## src/rtl/usr_transfer_ctrl.sv

```systemverilog
// Word transfer sequencer around a universal shift register.
// Runs one TX (parallel-to-serial) or RX (serial-to-parallel) word per start.
module usr_transfer_ctrl #(
   parameter int data_bitsize = 4
) (
   input  logic                    clk,
   input  logic                    reset,
   input  logic                    start,
   input  logic                    mode,
   input  logic                    dir,
   input  logic [data_bitsize-1:0] din,
   input  logic                    sin,
   output logic                    sout,
   output logic                    sout_valid,
   output logic [data_bitsize-1:0] dout,
   output logic                    busy,
   output logic                    done
);

   localparam int W     = data_bitsize;
   localparam int CNT_W = $clog2(data_bitsize) + 1;

   typedef enum logic [1:0] {
      IDLE,
      LOAD,
      SHIFT,
      DONE
   } state_t;

   state_t           state;
   state_t           state_nxt;
   logic             mode_q;
   logic             dir_q;
   logic [W-1:0]     sreg;
   logic [W-1:0]     sreg_shift;
   logic [CNT_W-1:0] cnt;
   logic             last;
   logic             sbit;

   assign last = (cnt == CNT_W'(W - 1));
   assign sbit = mode_q & sin;

   // TX feeds zeros in, so the register drains to all-zero
   assign sreg_shift = dir_q ? {sreg[W-2:0], sbit}
                             : {sbit, sreg[W-1:1]};

   always_ff @(posedge clk) begin
      if (reset) begin
         state <= IDLE;
      end else begin
         state <= state_nxt;
      end
   end

   always_comb begin
      state_nxt  = state;
      busy       = 1'b1;
      done       = 1'b0;
      sout       = 1'b0;
      sout_valid = 1'b0;
      unique case (state)
         IDLE: begin
            busy = 1'b0;
            if (start) begin
               state_nxt = LOAD;
            end
         end
         LOAD: begin
            state_nxt = SHIFT;
         end
         SHIFT: begin
            sout_valid = ~mode_q;
            sout       = ~mode_q & (dir_q ? sreg[W-1] : sreg[0]);
            if (last) begin
               state_nxt = DONE;
            end
         end
         DONE: begin
            done      = 1'b1;
            state_nxt = IDLE;
         end
      endcase
   end

   always_ff @(posedge clk) begin
      if (reset) begin
         mode_q <= 1'b0;
         dir_q  <= 1'b0;
         sreg   <= '0;
         cnt    <= '0;
         dout   <= '0;
      end else begin
         unique case (state)
            IDLE: begin
               if (start) begin
                  mode_q <= mode;
                  dir_q  <= dir;
               end
            end
            LOAD: begin
               sreg <= mode_q ? '0 : din;
               cnt  <= '0;
            end
            SHIFT: begin
               sreg <= sreg_shift;
               cnt  <= cnt + 1'b1;
               if (last) begin
                  dout <= sreg_shift;
               end
            end
            DONE: begin
            end
         endcase
      end
   end

endmodule

```

## config.mk

```make
export PLATFORM = sky130hd
export DESIGN_NAME = usr_transfer_ctrl
export DESIGN_NICKNAME = d
export VERILOG_FILES = /design/src/rtl/usr_transfer_ctrl.sv
export SDC_FILE = /design/constraint.sdc
export NUM_CORES = 1
export LEC_CHECK = 0
export BUFFER_PORTS_ARGS = -buffer_cell sky130_fd_sc_hd__buf_2
export CAP_MARGIN = 5
export CORE_ASPECT_RATIO = 1.4
export CORE_MARGIN = 2
export CORE_UTILIZATION = 26
export CTS_BUF_LIST = sky130_fd_sc_hd__clkbuf_8
export DETAILED_ROUTE_END_ITERATION = 8
export PLACE_DENSITY = 0.52
export SYNTH_ARGS = -nofsm -noshare
export SYNTH_HDL_FRONTEND = slang
export SYNTH_SLANG_ARGS = --single-unit
```

## constraint.sdc

```tcl
create_clock -name clk -period 1.67 [get_ports clk]
set_input_delay 0.0835 -clock clk [delete_from_list [all_inputs] [get_ports clk]]
set_output_delay 0.0835 -clock clk [all_outputs]
set_load 0.02 [all_outputs]
```

==> Word level (Yosys, flattened, before mapping) <==
Index checks and enable logic that the tools add are counted.
{ "op_classes": {"n_addsub": 1, "n_reduce_logical": 5, "bitwise": 3, "n_eq_ne": 6, "muxes": 12} }
{ "op_table": {"columns": ["operator", "n"], "rows": [
  ["2-to-1 mux 4 bit", 2],
  ["case mux 2 bit (4 select lines)", 1],
  ["case mux 4 bit (2 select lines)", 1],
  ["case mux 3 bit (2 select lines)", 1],
  ["AND reduction 2 bit", 3],
  ["2-to-1 mux 1 bit", 5],
  ["equality test 2 bit (second input constant)", 2],
  ["2-to-1 mux 2 bit", 2],
  ["inequality test 2 bit (second input constant)", 2],
  ["adder 3 x 1 -> 3 bit (second input constant)", 1],
  ["equality test 3 x 2 -> 1 bit (second input constant)", 1],
  ["AND 1 bit", 2],
  ["equality test 2 x 1 -> 1 bit (second input constant)", 1],
  ["logical NOT 2 bit", 1],
  ["nonzero test 2 bit", 1],
  ["inverter 1 bit", 1]
]} }
{ "totals": {"reg_bits": 15, "inputBits": 10, "wordCells": 33} }

==> Longest topological paths before layout <==
Gate-level depths: netlist of the first run.
{ "depth": {"ltp_word": 3, "mapped_depth": 7} }

==> Least setup slack after synthesis of the first run <==
Ideal clock, no wire load.
{ "synth_timing": {"path_type": "register to output", "startpoint": "register state[0]", "endpoint": "output sout", "t_arrival_ps": 1430, "path_stages_with_launch": 6, "slack_ps": 156, "path_buffers": 1, "required_ps": 1586, "path_cell_list": "dfxtp_1 -> inv_1 -> ha_1 -> buf_6 -> nor2b_1 -> nor2b_1"} }
{ "synth_between": {"elab_chain_cells": 2} }
{ "synth_lines": {"columns": ["item", "line", "rtl"], "rows": [
  ["from (decl)", "30", "state_t state;"],
  ["from (signal assigned)", "51", "state <= state_nxt;"],
  ["equality test 2 bit", "61", "unique case (state)"],
  ["2-to-1 mux 1 bit", "61", null],
  ["to (decl)", "13", "output logic sout,"]
]} }
No other way between the ends.

==> Worst setup path after layout of the first run <==
Ends and elaborated chain as after synthesis.

==> impl_metrics.env, run 1 <==
export IMPL_hold_class="in -> reg"
export IMPL_viasPerCell=4.563
export IMPL_p_leak_nw=0.3763
export IMPL_io_buffers=17
export IMPL_drc=0
export IMPL_start_kind="register"
export IMPL_synth_net_count=104
export IMPL_multi_input_area_um2=439.2
export IMPL_synthTopCellsByArea="dfxtp_1 (38%), ha_1 (9.6%), nor2b_1 (6.4%)"
export IMPL_end_kind="output pin"
export IMPL_combPwrFrac=0.472
export IMPL_crit_chain="inv_1 -> ha_4 -> nor2b_1 -> nor2b_1 -> buf_2"
export IMPL_path_class="reg -> out"
export IMPL_area_delta_synth_final_pct=20.16
export IMPL_synth_top_cell_area_share=0.3840
export IMPL_synth_area_um2=782.0
export IMPL_tightestPinTransition_ns=0.3207
export IMPL_hpwl_um=1230
export IMPL_ir_drop_v=0.0007722
export IMPL_rsz0062_at_grt="false"
export IMPL_max_clock_freq_mhz=669.3
export IMPL_synthTopCellsByCount="dfxtp_1 (15), a21oi_1 (9), nor2b_1 (8)"
export IMPL_cp_arrival_ns=1.41
export IMPL_rr_startpoint="state[1]"
export IMPL_power_density_mw_per_mm2=1619
export IMPL_clock_sinks=15
export IMPL_synth_edff_count=0
export IMPL_ant_nets=0
export IMPL_crit_top_cell="nor2b_1"
export IMPL_hold_violations=0
export IMPL_n_antenna_cell=0
export IMPL_cts_setup_buffers=0
export IMPL_p_sw_w=0.0006109
export IMPL_period_share=0.8946
export IMPL_synth_cell_types=21
export IMPL_dieWidth_um=50.35
export IMPL_ys_dominant_reg_cell="dfxtp_1"
export IMPL_async_reset_ff_frac=0
export IMPL_slew_headroom=0.7859
export IMPL_ys_seq_area_frac=0.3840
export IMPL_drt_total_wl_um=1578
export IMPL_fin_setup_tns_ns=0
export IMPL_status="finished, final reports clean"
export IMPL_regArea_um2=300.3
export IMPL_setup_viol=0
export IMPL_finalCriticalPeriod_ns=1.494
export IMPL_synth_top_area_cell="dfxtp_1"
export IMPL_postSynthCellCount=88
export IMPL_endpoint="sout"
export IMPL_clock_latency_ns=0.25
export IMPL_internal_power_w=0.0009107
export IMPL_critPathMaxFanout=10
export IMPL_die_y_um=68.89
export IMPL_grt_pass1_wl_um=2725
export IMPL_nets=122
export IMPL_slowest_delay_ns=0.33
export IMPL_ios=18
export IMPL_antenna_found_initial=0
export IMPL_grt_max_degree=17
export IMPL_crit_start="state[0]"
export IMPL_first_pass_iters=4
export IMPL_yosysWarningCount=0
export IMPL_cp_slowest_cell="dfxtp_1"
export IMPL_yosysMostFrequentCell="dfxtp_1"
export IMPL_dieArea_mm2=0.003469
export IMPL_skew_ns=0.0005476
export IMPL_path_clk_slew_ns=0.06
export IMPL_seq_power_share=0.335
export IMPL_ys_ff_latch=15
export IMPL_rows=23
export IMPL_hold_buffers=0
export IMPL_reg2regPathDepth=5
export IMPL_cts_resized=0
export IMPL_drive_gt1_frac=0.2381
export IMPL_grt_pass1_vias=650
export IMPL_fillerInstances=333
export IMPL_drv_cap=0
export IMPL_place_congestion=0.7244
export IMPL_final_area_um2=939.7
export IMPL_avgSynthCellArea_um2=8.886
export IMPL_r2r_setup_slack_ns=0.19
export IMPL_final_max_slew_viol_count=0
export IMPL_critPathRequiredTime_ns=1.59
export IMPL_core_mm2=0.002878
export IMPL_htree_levels=1
export IMPL_dpl_instance_area_um2=878.3
export IMPL_clockPowerShare=0.193
export IMPL_wire_per_inst_um=11.11
export IMPL_initial_core_util=0.2717
export IMPL_cts_max_path_buffers=2
export IMPL_switching_share=0.4015
export IMPL_overflow=0
export IMPL_num_vias=648
export IMPL_grt_total_usage=0.1039
export IMPL_cts_made_buffers=3
export IMPL_cts_tree="built"
export IMPL_root_buffer="clkbuf_8"
export IMPL_reg2reg_to="sreg[3]"
export IMPL_drtIter0Drc=6
power by group through the flow:
stage	sequential [W]	combinational (W)	clock, W
final	0.000510	0.000718	0.000293
after floorplan	0.000486	0.000556	0
after global routing	0.000525	0.000803	0.000319
after global placement	0.000510	0.000673	0
after detailed placement	0.000515	0.000684	0
after CTS	0.000507	0.000690	0.000304
worst min-delay path by stage:
stage,startpoint,end,slack (ns),cells past startpoint
after detailed placement,mode,mode_q,0.35,3
after floorplan,reset,cnt[2],0.16,1
after CTS,mode,mode_q,0.09,3
after global placement,mode,mode_q,0.34,3
final,mode,mode_q,0.09,3
after global routing,dir,dir_q,0.11,3
area by class of cell:
cell class,instances,share of cell area
multi-input cells,64,0.4674
flip-flops and latches,15,0.3196
repair buffers,18,0.09854
well taps,37,0.04927
clock buffers,3,0.04394
inverters,4,0.01598
clock inverters,1,0.005326
logic make-up (layout without fill, tap and decap cells):
logic type / Yosys count / count (layout) / synth area share
AND/OR/NAND/NOR: 32 / 32 / 0.2288
AO/OA/AOI/OAI: 23 / 23 / 0.1792
flip-flops: 15 / 15 / 0.3840
buffers and inverters: 9 / 26 / 0.07358
adder cells (fa/ha/maj): 6 / 6 / 0.09600
multiplexers: 3 / 3 / 0.03840
sequential cells by signal (all words and copies together) (netlist names):
register and flops:
cnt 3, state 2, mode_q 1, dir_q 1
dout 4, sreg 4
worst max-delay path, delay by kind of cell, from the launching register on:
family / cells / cell delay, ns
DFF: 1 / 0.33
and+or+nand+nor: 2 / 0.30
buffers and inverters: 2 / 0.32
adders and majority gates: 1 / 0.22
layer usage:
metal  vias up  track usage  routed length [µm]
met1       294       0.1189                 725
met4         0      0.04054                  21
met3         2      0.01940                  38
li1        342            -                   -
met2        10       0.1908                 792
met5         -            0                   0
layout by cell type (no fill, tap or decap), types with 4 or more instances in the layout:
cell,count
a211oi_1,5
nand2_1,4
nor2b_1,8
a21oi_1,9
inv_1,4
nand2b_1,4
buf_2,17
nand3_1,4
ha_1,4
nor2_1,6
a31oi_1,5
dfxtp_1,15
stage by stage:
stage / hold slack [ns] / setup WS (ns) / utilization / std cells / power, W
final: 0.09206 / 0.1760 / 0.3265 / 142 / 0.001522
after floorplan: 0.1551 / 0.1564 / - / 88 / 0.001043
after CTS: 0.09144 / 0.02254 / 0.3213 / 142 / 0.001502
after global placement: 0.3444 / 0.2494 / 0.3052 / 138 / 0.001183
after global routing: 0.1134 / 0.06403 / 0.3265 / 142 / 0.001646
after detailed placement: 0.3543 / 0.2094 / 0.3052 / 138 / 0.001199
(Power assumes the default switching activity.)
==> run 2, diff against run 1 <==
--- a/config.mk
+++ b/config.mk
@@ -7,8 +7,7 @@
 export LEC_CHECK = 0
 export BUFFER_PORTS_ARGS = -buffer_cell sky130_fd_sc_hd__buf_2
 export CAP_MARGIN = 5
-export CORE_ASPECT_RATIO = 1.4
-export CORE_MARGIN = 2
+export CORE_ASPECT_RATIO = 0.6
 export CORE_UTILIZATION = 26
 export CTS_BUF_LIST = sky130_fd_sc_hd__clkbuf_8
 export DETAILED_ROUTE_END_ITERATION = 8
==> run 2 against run 1 <==
Register-to-register slack gained 0.08 ns. Non-clock buffer count grew 1. Worst setup slack lost 0.067 ns. Power shrank 0.41%. Critical path depth is the same. Count of clock-buffer cells in the layout is the same. Flip-flop and latch count is the same. Via count grew 2.0%. Critical path type unchanged. Critical endpoint unchanged. Largest power group unchanged.
==> impl_metrics.env, run 2 (synthesis results as in run 1) <==
export IMPL_nets=123
export IMPL_path_class="reg -> out"
export IMPL_critPathMaxFanout=10
export IMPL_final_common_cell="buf_2"
export IMPL_crit_start="state[0]"
export IMPL_fin_cells=146
export IMPL_grt_pass1_wl_um=2649
export IMPL_cts_max_path_buffers=2
export IMPL_hold_class="in -> reg"
export IMPL_drc=0
export IMPL_initial_core_util=0.2918
export IMPL_drv_cap=0
export IMPL_crit_top_cell="nor2b_1"
export IMPL_status="finished, final reports clean"
export IMPL_reg_top3="dout (4), sreg (4), cnt (3)"
export IMPL_start_kind="register"
export IMPL_rows=14
export IMPL_r2r_setup_slack_ns=0.27
export IMPL_ant_nets=0
export IMPL_num_vias=661
export IMPL_io_buffers=17
export IMPL_overflow=0
export IMPL_fin_setup_tns_ns=0
export IMPL_crit_chain="inv_1 -> ha_2 -> nor2b_1 -> nor2b_1 -> buf_2"
export IMPL_max_clock_freq_mhz=640.7
export IMPL_hold_violations=0
export IMPL_crit_buf_inv=2
export IMPL_hold_start="mode"
export IMPL_cp_arrival_ns=1.48
export IMPL_p_leak_nw=0.3808
export IMPL_fillerInstances=296
export IMPL_root_buffer="clkbuf_8"
export IMPL_power_density_mw_per_mm2=1615
export IMPL_ir_drop_v=0.0006403
export IMPL_end_kind="output pin"
export IMPL_finalCriticalPeriod_ns=1.561
export IMPL_tightestPinTransition_ns=0.3072
export IMPL_dieArea_mm2=0.003238
export IMPL_cp_slowest_cell="dfxtp_1"
export IMPL_reg2reg_to="sreg[3]"
export IMPL_rr_startpoint="state[0]"
export IMPL_cp_depth=5
export IMPL_path_clk_slew_ns=0.06
export IMPL_drt_total_wl_um=1623
export IMPL_grt_total_usage=0.1107
export IMPL_endpoint="sout"
export IMPL_viasPerCell=4.527
export IMPL_final_max_slew_viol_count=0
export IMPL_reg2regPathDepth=6
export IMPL_rsz0062_at_grt="false"
export IMPL_grt_max_degree=17
export IMPL_area_delta_synth_final_pct=20.00
export IMPL_critPathRequiredTime_ns=1.59
export IMPL_place_congestion=0.7257
export IMPL_die_y_um=44.48
export IMPL_regArea_um2=300.3
export IMPL_cts_setup_buffers=0
export IMPL_skew_ns=0.002864
export IMPL_layout_common_cells="buf_2 (17), dfxtp_1 (15), a21oi_1 (9), nor2b_1 (8), nor2_1 (6)"
export IMPL_drive_gt1_frac=0.2358
export IMPL_slew_headroom=0.7949
export IMPL_slowest_delay_ns=0.32
export IMPL_wire_per_inst_um=11.12
export IMPL_period_share=0.9346
export IMPL_n_antenna_cell=0
export IMPL_core_mm2=0.002680
export IMPL_numPlacedInstances=142
export IMPL_dieWidth_um=72.80
export IMPL_multi_input_area_um2=426.7
export IMPL_antenna_found_initial=0
export IMPL_cts_resized=1
export IMPL_hold_buffers=0
export IMPL_drtIter0Drc=28
export IMPL_cts_made_buffers=3
export IMPL_grt_pass1_vias=593
export IMPL_setup_viol=0
export IMPL_cp_top_family="simple AND/OR/NAND/NOR gates"
export IMPL_ios=18
export IMPL_clock_sinks=15
export IMPL_clock_latency_ns=0.25
export IMPL_htree_levels=1
export IMPL_first_pass_iters=2
export IMPL_hpwl_um=1261
export IMPL_cts_tree="built"
run 2: cell count changes in the layout (fill, tap and decap cells not counted):
cell,before,now
buf_4,1,2
ha_1,4,5
ha_4,1,0
run 2: power by group:
group / internal, W / total (W) / switching [W]
Combinational: 0.000308 / 0.000715 / 0.000407
Clock: 0.000165 / 0.000293 / 0.000128
Sequential: 0.000438 / 0.000507 / 0.0000689
Total: 0.000912 / 0.00152 / 0.000604
run 2: worst min-delay path by stage:
stage	to	slack, ns	depth (start not counted)
after floorplan	cnt[2]	0.16	1
final	mode_q	0.08	3
after detailed placement	mode_q	0.35	3
after CTS	mode_q	0.08	3
after global routing	mode_q	0.11	3
after global placement	mode_q	0.34	3
run 2: layout make-up:
class | instances | area share
Clock buffer | 3 | 0.04400
Timing Repair Buffer | 19 | 0.1067
Inverter | 4 | 0.01600
Multi-Input combinational cell | 64 | 0.4547
Sequential cell | 15 | 0.3200
Clock inverter | 1 | 0.005333
Tap cell | 40 | 0.05333
run 2: stage by stage:
stage          setup WS (ns)  cell area (µm²)  power [W]  utilization  hold slack [ns]
6_report              0.1092            938.4   0.001515       0.3501          0.08275
5_1_grt             0.009309            938.4   0.001655       0.3501           0.1097
4_1_cts              0.08660            938.4   0.001526       0.3501          0.08113
3_5_place_dp          0.2555            889.6   0.001221       0.3319           0.3493
3_3_place_gp          0.2974            889.6   0.001214       0.3319           0.3425
2_1_floorplan         0.1564            782.0   0.001043            -           0.1551
run 2: routing by layer:
layer	up-vias	global-route usage	part of all wire
met5	-	0	0
met1	301	0.1532	0.56
met3	0	0.05695	0.056
met4	0	0.02353	0
met2	13	0.1514	0.39
li1	347	-	-
run 2: tightest hold or removal path, stage by stage:
cell and delay, ns:
buf_2 0.09, nand3_1 0.05, a21oi_1 0.05
==> run 3, diff against run 2 <==
--- a/config.mk
+++ b/config.mk
@@ -5,6 +5,7 @@
 export SDC_FILE = /design/constraint.sdc
 export NUM_CORES = 1
 export LEC_CHECK = 0
+export ABC_AREA = 1
 export BUFFER_PORTS_ARGS = -buffer_cell sky130_fd_sc_hd__buf_2
 export CAP_MARGIN = 5
 export CORE_ASPECT_RATIO = 0.6
==> run 3 against run 2 <==
Non-clock buffer count shrank 1. Die area grew 1.5%. Final cell count grew 25%. Area after synthesis grew 1.6%. Power grew 2.2%. Count of clock-buffer cells in the layout is the same. Sequential power grew 2%. Register-to-register slack lost 0.13 ns. Via count grew 18%. Fmax grew 2.1%. Synthesized cell count grew 38%. Critical path type unchanged. Critical endpoint unchanged.
==> impl_metrics.env, run 3 <==
export IMPL_status="finished, final reports clean"
export IMPL_async_reset_ff_frac=0
export IMPL_synth_top_area_cell="dfxtp_1"
export IMPL_core_mm2=0.002890
export IMPL_ys_seq_area_frac=0.3780
export IMPL_final_common_cell="nand2_1"
export IMPL_ant_nets=0
export IMPL_hpwl_um=1508
export IMPL_ir_drop_v=0.0004718
export IMPL_p_leak_nw=0.5218
export IMPL_ys_ff_latch=15
export IMPL_drive_gt1_frac=0.1631
export IMPL_path_class="reg -> out"
export IMPL_cts_max_path_buffers=2
export IMPL_power_density_mw_per_mm2=1573
export IMPL_grt_pass1_vias=676
export IMPL_rsz0062_at_grt="false"
export IMPL_dieArea_mm2=0.003288
export IMPL_hold_class="in -> reg"
export IMPL_drtIter0Drc=49
export IMPL_viasPerCell=4.279
export IMPL_dieWidth_um=73.37
export IMPL_drv_cap=0
export IMPL_synth_edff_count=0
export IMPL_cts_setup_buffers=0
export IMPL_yosysWarningCount=0
export IMPL_cts_tree="built"
export IMPL_endpoint="sout"
export IMPL_path_clk_slew_ns=0.06
export IMPL_postSynthCellCount=121
export IMPL_hold_violations=0
export IMPL_die_y_um=44.82
export IMPL_ys_dominant_reg_cell="dfxtp_1"
export IMPL_root_buffer="clkbuf_8"
export IMPL_htree_levels=1
export IMPL_reg_top3="dout (4), sreg (4), cnt (3)"
export IMPL_layout_common_cells="nand2_1 (34), inv_1 (21), buf_2 (17), nor2_1 (16), dfxtp_1 (15)"
export IMPL_avgSynthCellArea_um2=6.566
export IMPL_synthTopCellsByArea="dfxtp_1 (38%), nand2_1 (16%), ha_1 (9.4%)"
export IMPL_ios=18
export IMPL_tightestPinTransition_ns=0.3233
export IMPL_n_antenna_cell=0
export IMPL_r2r_setup_slack_ns=0.14
export IMPL_cts_made_buffers=3
export IMPL_wire_per_inst_um=10.55
export IMPL_max_clock_freq_mhz=654.4
export IMPL_start_kind="register"
export IMPL_crit_start="state[0]"
export IMPL_antenna_found_initial=0
export IMPL_grt_max_degree=11
export IMPL_synth_top_cell_area_share=0.3780
export IMPL_critPathRequiredTime_ns=1.59
export IMPL_synth_net_count=137
export IMPL_drt_total_wl_um=1930
export IMPL_rr_startpoint="state[1]"
export IMPL_grt_pass1_wl_um=3098
export IMPL_final_max_slew_viol_count=0
export IMPL_overflow=0
export IMPL_clock_sinks=15
export IMPL_drc=0
export IMPL_fin_setup_tns_ns=0
export IMPL_setup_ws_ns=0.1419
export IMPL_synthTopCellsByCount="nand2_1 (34), inv_1 (20), nor2_1 (16)"
export IMPL_first_pass_iters=4
export IMPL_slew_headroom=0.7836
export IMPL_area_delta_synth_final_pct=23.94
export IMPL_synth_cell_types=13
export IMPL_setup_viol=0
export IMPL_synth_area_um2=794.5
export IMPL_final_util=0.3407
export IMPL_place_congestion=0.7590
export IMPL_cp_arrival_ns=1.44
export IMPL_num_vias=783
export IMPL_reg2reg_to="sreg[3]"
export IMPL_end_kind="output pin"
export IMPL_grt_total_usage=0.1302
export IMPL_critPathMaxFanout=6
export IMPL_initial_core_util=0.2749
export IMPL_io_buffers=17
export IMPL_skew_ns=0.001765
export IMPL_reg2regPathDepth=6
export IMPL_nets=158
export IMPL_dp_slack_ns=0.2321
export IMPL_yosysMostFrequentCell="nand2_1"
export IMPL_clock_latency_ns=0.25
export IMPL_finalCriticalPeriod_ns=1.528
export IMPL_period_share=0.9150
export IMPL_rows=15
==> run 3: area by class of cell <==
cell class | count | area (µm²)
tap | 42 | 52.55
inverter | 21 | 78.83
clock buffer | 3 | 41.29
sequential | 15 | 300.3
clock inverter | 1 | 3.754
fill | 340 | 1906
timing repair buffer | 18 | 92.59
multi-input combinational | 83 | 415.4
==> run 3: worst min path at each step <==
stage	start	to	slack, ns	cells after the start
detailed placement	mode	mode_q	0.35	3
global placement	mode	mode_q	0.35	3
finish	mode	mode_q	0.09	3
global route	mode	mode_q	0.15	3
floorplan	start	mode_q	0.24	2
CTS	mode	mode_q	0.09	3
==> run 3: kinds of logic after synthesis <==
logic type               synth area share
AO/OA/AOI/OAI                      0.1512
flip-flops                         0.3780
AND/OR/NAND/NOR                    0.2614
adder cells (fa/ha/maj)           0.09449
buffers and inverters              0.1150
==> run 3: metrics by stage <==
step	hold WS (ns)	area [µm²]	std cells	power, W
floorplan	0.2435	794.5	121	0.001044
global placement	0.3527	927.1	179	0.001219
detailed placement	0.3511	927.1	179	0.001235
CTS	0.09278	972.2	183	0.001532
global route	0.1481	984.7	183	0.001691
finish	0.08936	984.7	183	0.001549
==> run 3: critical path, cell delays in order (launching register included) <==
cell     delay, ns
dfxtp_1       0.31
inv_1         0.15
ha_4          0.19
inv_1         0.04
nor2_1        0.10
o21ai_0       0.09
a21oi_1       0.12
buf_2         0.18
==> run 3: routing by layer <==
| layer | track usage | vias up | share of wire |
|---|---|---|---|
| met3 | 0.06027 | 2 | 0.075 |
| li1 | - | 412 | - |
| met5 | 0 | - | 0 |
| met1 | 0.1899 | 343 | 0.54 |
| met2 | 0.1722 | 26 | 0.38 |
| met4 | 0.02692 | 0 | 0.0052 |
==> run 3: power by group <==
group | total, W | internal, W | switching (W)
combinational | 0.000738 | 0.000264 | 0.000473
sequential | 0.000516 | 0.000441 | 0.0000755
clock | 0.000295 | 0.000163 | 0.000132
==> run 3: timing repair <==
action / in CTS / in global routing
resized for setup: 0 / 2
setup endpoints to repair: 0 / 1
hold buffers: 0 / 0
